## config.mk

```make
export PLATFORM = sky130hd
export DESIGN_NAME = sysid_check_ctrl
export DESIGN_NICKNAME = d
export VERILOG_FILES = /design/src/rtl/sysid_ctrl_pkg.sv /design/src/rtl/sysid_recheck_timer.sv /design/src/rtl/sysid_check_ctrl.sv
export SDC_FILE = /design/constraint.sdc
export NUM_CORES = 1
export LEC_CHECK = 0
export CAP_MARGIN = 20
export CORE_UTILIZATION = 46
export CTS_CLUSTER_DIAMETER = 80
export DETAILED_ROUTE_END_ITERATION = 10
export PLACE_DENSITY = 0.84
export SLEW_MARGIN = 40
export SYNTH_ARGS = -nofsm -noshare
export SYNTH_HDL_FRONTEND = slang
export SYNTH_SLANG_ARGS = --single-unit
```

## constraint.sdc

```tcl
create_clock -name clock -period 1.85 [get_ports clock]
set_input_delay 0.37 -clock clock [delete_from_list [all_inputs] [get_ports clock]]
set_output_delay 0.37 -clock clock [all_outputs]
set_load 0.02 [all_outputs]
```

## src/rtl/sysid_ctrl_pkg.sv

```systemverilog
// Shared definitions for the system-ID check sequencer: FSM encoding,
// sysid slave word addresses and the default expected contents.
package sysid_ctrl_pkg;

  typedef enum logic [2:0] {
    ST_IDLE    = 3'd0,
    ST_WAIT_ID = 3'd1,
    ST_WAIT_TS = 3'd2,
    ST_COMPARE = 3'd3,
    ST_DONE    = 3'd4
  } sysid_state_e;

  localparam logic SYSID_ADDR_ID = 1'b0;
  localparam logic SYSID_ADDR_TS = 1'b1;

  localparam logic [31:0] DEFAULT_EXPECTED_ID        = 32'd0;
  localparam logic [31:0] DEFAULT_EXPECTED_TIMESTAMP = 32'd1367720487;

  // Increment an 8-bit event counter, sticking at 255 instead of wrapping.
  function automatic logic [7:0] sat_inc8(input logic [7:0] value);
    return (value == 8'hFF) ? value : value + 8'd1;
  endfunction

endpackage

```

## src/rtl/sysid_recheck_timer.sv

```systemverilog
// 32-bit down-counter used to trigger periodic re-checks. Loaded with the
// period on entry to DONE; expire is asserted on the last counted cycle.
module sysid_recheck_timer (
  input  logic        clock,
  input  logic        reset_n,
  input  logic        load,
  input  logic [31:0] load_value,
  input  logic        enable,
  input  logic        clear,
  output logic        expire
);

  logic [31:0] count_q;
  logic [31:0] count_d;

  // Next count: load wins over clear, otherwise count down while enabled.
  always_comb begin
    count_d = count_q;
    if (load) begin
      count_d = load_value;
    end else if (clear) begin
      count_d = '0;
    end else if (enable && (count_q != 32'd0)) begin
      count_d = count_q - 32'd1;
    end
  end

  // Counter register with synchronous active-low reset.
  always_ff @(posedge clock) begin
    if (!reset_n) begin
      count_q <= '0;
    end else begin
      count_q <= count_d;
    end
  end

  // A loaded value of P expires on the P-th enabled cycle.
  assign expire = enable && (count_q == 32'd1);

endmodule

```

## src/rtl/sysid_check_ctrl.sv

```systemverilog
// Sequencer owning the sysid slave control port: reads the ID and build
// timestamp words, compares them against build-time values, retries a
// bounded number of times and reports the result.
module sysid_check_ctrl
  import sysid_ctrl_pkg::*;
#(
  parameter logic [31:0] EXPECTED_ID        = DEFAULT_EXPECTED_ID,
  parameter logic [31:0] EXPECTED_TIMESTAMP = DEFAULT_EXPECTED_TIMESTAMP,
  parameter int unsigned READ_LATENCY       = 1,
  parameter int unsigned MAX_RETRIES        = 3,
  parameter logic [31:0] RECHECK_PERIOD     = 32'd0
) (
  input  logic        clock,
  input  logic        reset_n,
  input  logic        start,
  output logic        sysid_address,
  input  logic [31:0] sysid_readdata,
  output logic        busy,
  output logic        done,
  output logic        id_ok,
  output logic        ts_ok,
  output logic [31:0] captured_id,
  output logic [31:0] captured_timestamp,
  output logic [7:0]  mismatch_count
);

  localparam logic [2:0] LAT_LOAD    = 3'(READ_LATENCY);
  localparam logic [3:0] RETRY_LIMIT = 4'(MAX_RETRIES);

  sysid_state_e state_q, state_d;
  logic [2:0]   wait_q, wait_d;
  logic [3:0]   retry_q, retry_d;
  logic [31:0]  cap_id_q, cap_id_d;
  logic [31:0]  cap_ts_q, cap_ts_d;
  logic         id_ok_q, id_ok_d;
  logic         ts_ok_q, ts_ok_d;
  logic [7:0]   mcount_q, mcount_d;
  logic         done_q, done_d;
  logic         recheck_expire;

  // Sequencer next-state: countdown per word, capture, compare, retry.
  always_comb begin
    state_d  = state_q;
    wait_d   = wait_q;
    retry_d  = retry_q;
    cap_id_d = cap_id_q;
    cap_ts_d = cap_ts_q;
    id_ok_d  = id_ok_q;
    ts_ok_d  = ts_ok_q;
    mcount_d = mcount_q;
    done_d   = 1'b0;
    case (state_q)
      ST_IDLE: begin
        if (start) begin
          state_d = ST_WAIT_ID;
          wait_d  = LAT_LOAD;
          retry_d = '0;
        end
      end
      ST_WAIT_ID: begin
        if (wait_q == 3'd0) begin
          cap_id_d = sysid_readdata;
          wait_d   = LAT_LOAD;
          state_d  = ST_WAIT_TS;
        end else begin
          wait_d = wait_q - 3'd1;
        end
      end
      ST_WAIT_TS: begin
        if (wait_q == 3'd0) begin
          cap_ts_d = sysid_readdata;
          state_d  = ST_COMPARE;
        end else begin
          wait_d = wait_q - 3'd1;
        end
      end
      ST_COMPARE: begin
        id_ok_d = (cap_id_q == EXPECTED_ID);
        ts_ok_d = (cap_ts_q == EXPECTED_TIMESTAMP);
        if (id_ok_d && ts_ok_d) begin
          state_d = ST_DONE;
          done_d  = 1'b1;
        end else begin
          mcount_d = sat_inc8(mcount_q);
          if (retry_q < RETRY_LIMIT) begin
            retry_d = retry_q + 4'd1;
            wait_d  = LAT_LOAD;
            state_d = ST_WAIT_ID;
          end else begin
            state_d = ST_DONE;
            done_d  = 1'b1;
          end
        end
      end
      ST_DONE: begin
        // A coincident start and timer expiry still launch just one pass.
        if (start || recheck_expire) begin
          state_d = ST_WAIT_ID;
          wait_d  = LAT_LOAD;
          retry_d = '0;
        end
      end
      default: state_d = ST_IDLE;
    endcase
  end

  // State and result registers; reset drops any sequence in flight.
  always_ff @(posedge clock) begin
    if (!reset_n) begin
      state_q  <= ST_IDLE;
      wait_q   <= '0;
      retry_q  <= '0;
      cap_id_q <= '0;
      cap_ts_q <= '0;
      id_ok_q  <= 1'b0;
      ts_ok_q  <= 1'b0;
      mcount_q <= '0;
      done_q   <= 1'b0;
    end else begin
      state_q  <= state_d;
      wait_q   <= wait_d;
      retry_q  <= retry_d;
      cap_id_q <= cap_id_d;
      cap_ts_q <= cap_ts_d;
      id_ok_q  <= id_ok_d;
      ts_ok_q  <= ts_ok_d;
      mcount_q <= mcount_d;
      done_q   <= done_d;
    end
  end

  // Periodic re-check timer exists only when a period is configured.
  generate
    if (RECHECK_PERIOD != 32'd0) begin : g_recheck
      logic in_done;
      logic tmr_load;
      assign in_done  = (state_q == ST_DONE);
      assign tmr_load = (state_d == ST_DONE) && !in_done;
      sysid_recheck_timer u_timer (
        .clock      (clock),
        .reset_n    (reset_n),
        .load       (tmr_load),
        .load_value (RECHECK_PERIOD),
        .enable     (in_done),
        .clear      (!in_done),
        .expire     (recheck_expire)
      );
    end else begin : g_no_recheck
      assign recheck_expire = 1'b0;
    end
  endgenerate

  // Address follows the state register, so it only moves on state entry.
  assign sysid_address      = (state_q == ST_WAIT_TS) ? SYSID_ADDR_TS : SYSID_ADDR_ID;
  assign busy               = (state_q == ST_WAIT_ID) || (state_q == ST_WAIT_TS) ||
                              (state_q == ST_COMPARE);
  assign done               = done_q;
  assign id_ok              = id_ok_q;
  assign ts_ok              = ts_ok_q;
  assign captured_id        = cap_id_q;
  assign captured_timestamp = cap_ts_q;
  assign mismatch_count     = mcount_q;

endmodule
```

==> results of run 1 <==
==> metal layers <==
metal / GRT usage [%] / part of all wire [%] / vias to the layer above
met5: 0 / 0 / -
met4: 13.3 / 3.2 / 0
met3: 4.52 / 5.9 / 29
met2: 46.7 / 49 / 162
met1: 32.9 / 42 / 1719
li1: - / - / 1769
==> path summary, 6_finish.rpt <==
check                        from                end  slack (ns)
setup / recovery  captured_id[23]  mismatch_count[3]       -0.01
hold / removal              ts_ok              ts_ok        0.45
setup reg to reg  captured_id[23]  mismatch_count[3]       -0.01
hold reg to reg             ts_ok              ts_ok        0.45
==> worst reg2reg max path, delay by kind of cell (launching register included) <==
kind / cells / cell delay [ns]
simple gates: 4 / 0.91
compound gates: 1 / 0.14
flops: 1 / 0.33
buf+inv: 1 / 0.20
mux: 1 / 0.22
==> per-stage QoR <==
stage | instance area (um2) | cells | total power, mW | hold slack [ns]
6_report | 5390 | 689 | 6.83 | 0.454
4_1_cts | 5220 | 688 | 6.68 | 0.458
2_1_floorplan | 3410 | 427 | 4.00 | 0.486
5_1_grt | 5390 | 689 | 7.21 | 0.497
3_3_place_gp | 5020 | 671 | 5.41 | 0.442
3_5_place_dp | 5020 | 671 | 5.52 | 0.447
==> cell families (layout without fill, tap and decap cells) <==
group	count (synthesis)	count (layout)
compound gates	91	92
mux	2	2
fa+ha+maj	4	4
simple gates	210	210
buf+inv	29	191
flops	85	85
xor+xnor	6	6
==> what timing repair did <==
item | in CTS | in global routing
hold buffers | 0 | 0
gates cloned | 0 | 1
setup buffers | 1 | 2
pin swaps | 0 | 9
setup endpoints to repair | 9 | 60
gates resized for setup | 13 | 43
hold endpoints to repair | 0 | 0
==> sequential cells by signal (all words and copies together), names as in the netlist <==
register / flops
done: 1
retry_q: 4
state_q: 3
mismatch_count: 8
wait_q: 3
captured_timestamp: 32
id_ok: 1
captured_id: 32
ts_ok: 1
==> power groups by stage <==
| stage | logic (mW) | registers [mW] | clock network (mW) |
|---|---|---|---|
| CTS | 3.12 | 2.38 | 1.17 |
| global placement | 3.03 | 2.38 | 0 |
| global route | 3.48 | 2.47 | 1.27 |
| floorplan | 1.27 | 2.74 | 0 |
| detailed placement | 3.10 | 2.41 | 0 |
| finish | 3.24 | 2.44 | 1.16 |
==> synth_stat cells (3+ instances only) <==
cell type,number
nand2b_1,4
a211oi_1,3
nor4_1,9
nor3_1,8
inv_1,3
nor2_1,14
dfxtp_1,85
ha_1,4
clkbuf_1,24
nand2_1,149
nor4b_1,3
nand4_1,3
a21oi_1,71
nand3_1,3
xnor2_1,6
==> area by class of cell <==
class                           count  area (um2)  share of cell area (%)
Multi-Input combinational cell    314        1740                    32.4
Sequential cell                    85        1710                    31.8
Timing Repair Buffer              171        1630                    30.2
Clock buffer                       10         128                    2.37
Tap cell                           99         124                    2.30
Clock inverter                      6        40.0                   0.743
Inverter                            4        15.0                   0.278
==> results.ini, run 1 <==
[power_and_ir_drop]
power.internal_mw = 4.08
leakage_nw = 2.31
clockPowerShare_pct = 16.9
pwr-share-seq_pct = 35.7
combPwrFrac_pct = 47.4
power_density_nw_per_um2 = 1270
p_sw_share_pct = 40.3
p_switching_mw = 2.75
vdd_ir_drop_max_mv = 0.681

[route]
drt_first_pass_iters = 5
drtIter0Drc = 197
drc = 0
viasPerCell = 5.34
ant_nets = 0
vias = 3679
wl_um = 10800
wire_per_inst_um = 15.6

[final_layout]
drive_above_1_share_pct = 19.0
final_common_cell = nand2_1
area_delta_synth_final_pct = 58.1
antennaDiodeCount = 0
most-common-layout-cells = nand2_1, clkdlybuf4s50_1, dfxtp_1
finalCoreUtilization_pct = 74.7
fillers = 519
fin_nets = 624

[logic_synthesis]
synth_top_family_by_area = simple AND/OR/NAND/NOR gates
ys_types = 45
ys.flop_type = dfxtp_1
synth_seq_cells = 85
yosysSeqAreaShare_pct = 49.9
synth_fa_ha_area_share_pct = 1.47
syn-instance-count = 427
syn-num-nets = 466
synthXorXnorAreaFrac_pct = 1.54
synth_area_leaders = dfxtp_1, nand2_1, a21oi_1
yosys.area.top_type = dfxtp_1
synth_edf_count = 0
synth_area_um2 = 3410
synth_top_area_share_pct = 49.9
synth-compound-area-share_pct = 15.7
synthMuxAreaShare_pct = 0.587
yosys.area_share.simple_pct = 27.6
ys_async_sr_fraction_pct = 0
synth_area_per_cell_um2 = 7.99
yosys_warnings = 0

[critical_path]
cp-end-kind = register
critPathMaxStageDelay_ns = 0.33
crit_family = simple AND/OR/NAND/NOR gates
start_kind = register
crit_required_ns = 2.13
cp_cell_sequence = nor4_2, nand2_1, nor4_4, buf_6, a21oi_1, nand4_1, mux2i_1
path_class = reg -> reg
crit_cells = 7
cp_slowest_cell = dfxtp_1
rr_worst_depth = 7
path_max_fanout = 9
cp.arrival_ns = 2.14
path_buf_inv = 1

[place]
io_buffers = 111
post-dp-hpwl_um = 7440
place_congestion = 0.850
place_worst_setup_slack_ns = -0.121

[global_routing]
grt_pass1_vias = 3471
grt_max_degree = 33
gr-total-overflow = 0
grt_pass1_wl_um = 16200
globalRouteTotalUtil_pct = 27.2
antenna_found_initial = 0

[timing]
worst_pin_slew_ns = 0.464
skew_ns = 0.00646
max_freq_mhz = 536
layout_worst_path_cycle_share_pct = 101
rsz0062_at_grt = yes
setup_slack_ns = -0.0146
setup_viol = 1
slew_viol_final = 0
relSlewSlack_pct = 69.1
fin_setup_tns_ns = -0.0146
min_period_ns = 1.86
hold_viol = 0

[clocking]
cts_root_buf = clkbuf_8
htree_num_levels = 3
numCtsBuffers = 9
clock_path_buffers = 2
cts_sinks = 85
clk_pin_slew_ns = 0.08
clk_latency_ns = 0.36
cts_tree = done

[outcome]
status = finished with violations
violations = negative setup slack

[floorplanning]
start_util_pct = 47.3
io_pins = 112
die_w_um = 88.1
die_h_um = 88.1
dieArea_um2 = 7760
rows = 31
coreArea_um2 = 7210

[hold_path]
min_path_cells = 2
hold_class = reg -> reg

[flow_run]
cap_violations = 0

Power figures use the tool's default switching activity.
==> inputs of run 2 (changes only) <==
--- a/config.mk
+++ b/config.mk
@@ -8,6 +8,7 @@
 export CAP_MARGIN = 20
 export CORE_UTILIZATION = 46
 export CTS_CLUSTER_DIAMETER = 80
+export CTS_CLUSTER_SIZE = 24
 export DETAILED_ROUTE_END_ITERATION = 10
 export PLACE_DENSITY = 0.84
 export SLEW_MARGIN = 40
==> results of run 2 <==
The final DEF is identical to that of run 1; final timing and power are the same.
==> inputs of run 3 (changes only) <==
--- a/config.mk
+++ b/config.mk
@@ -10,6 +10,7 @@
 export CTS_CLUSTER_DIAMETER = 80
 export CTS_CLUSTER_SIZE = 24
 export DETAILED_ROUTE_END_ITERATION = 10
+export GPL_TIMING_DRIVEN = 1
 export PLACE_DENSITY = 0.84
 export SLEW_MARGIN = 40
 export SYNTH_ARGS = -nofsm -noshare
==> results of run 3 <==
The final DEF is identical to that of run 1; final timing and power are the same.
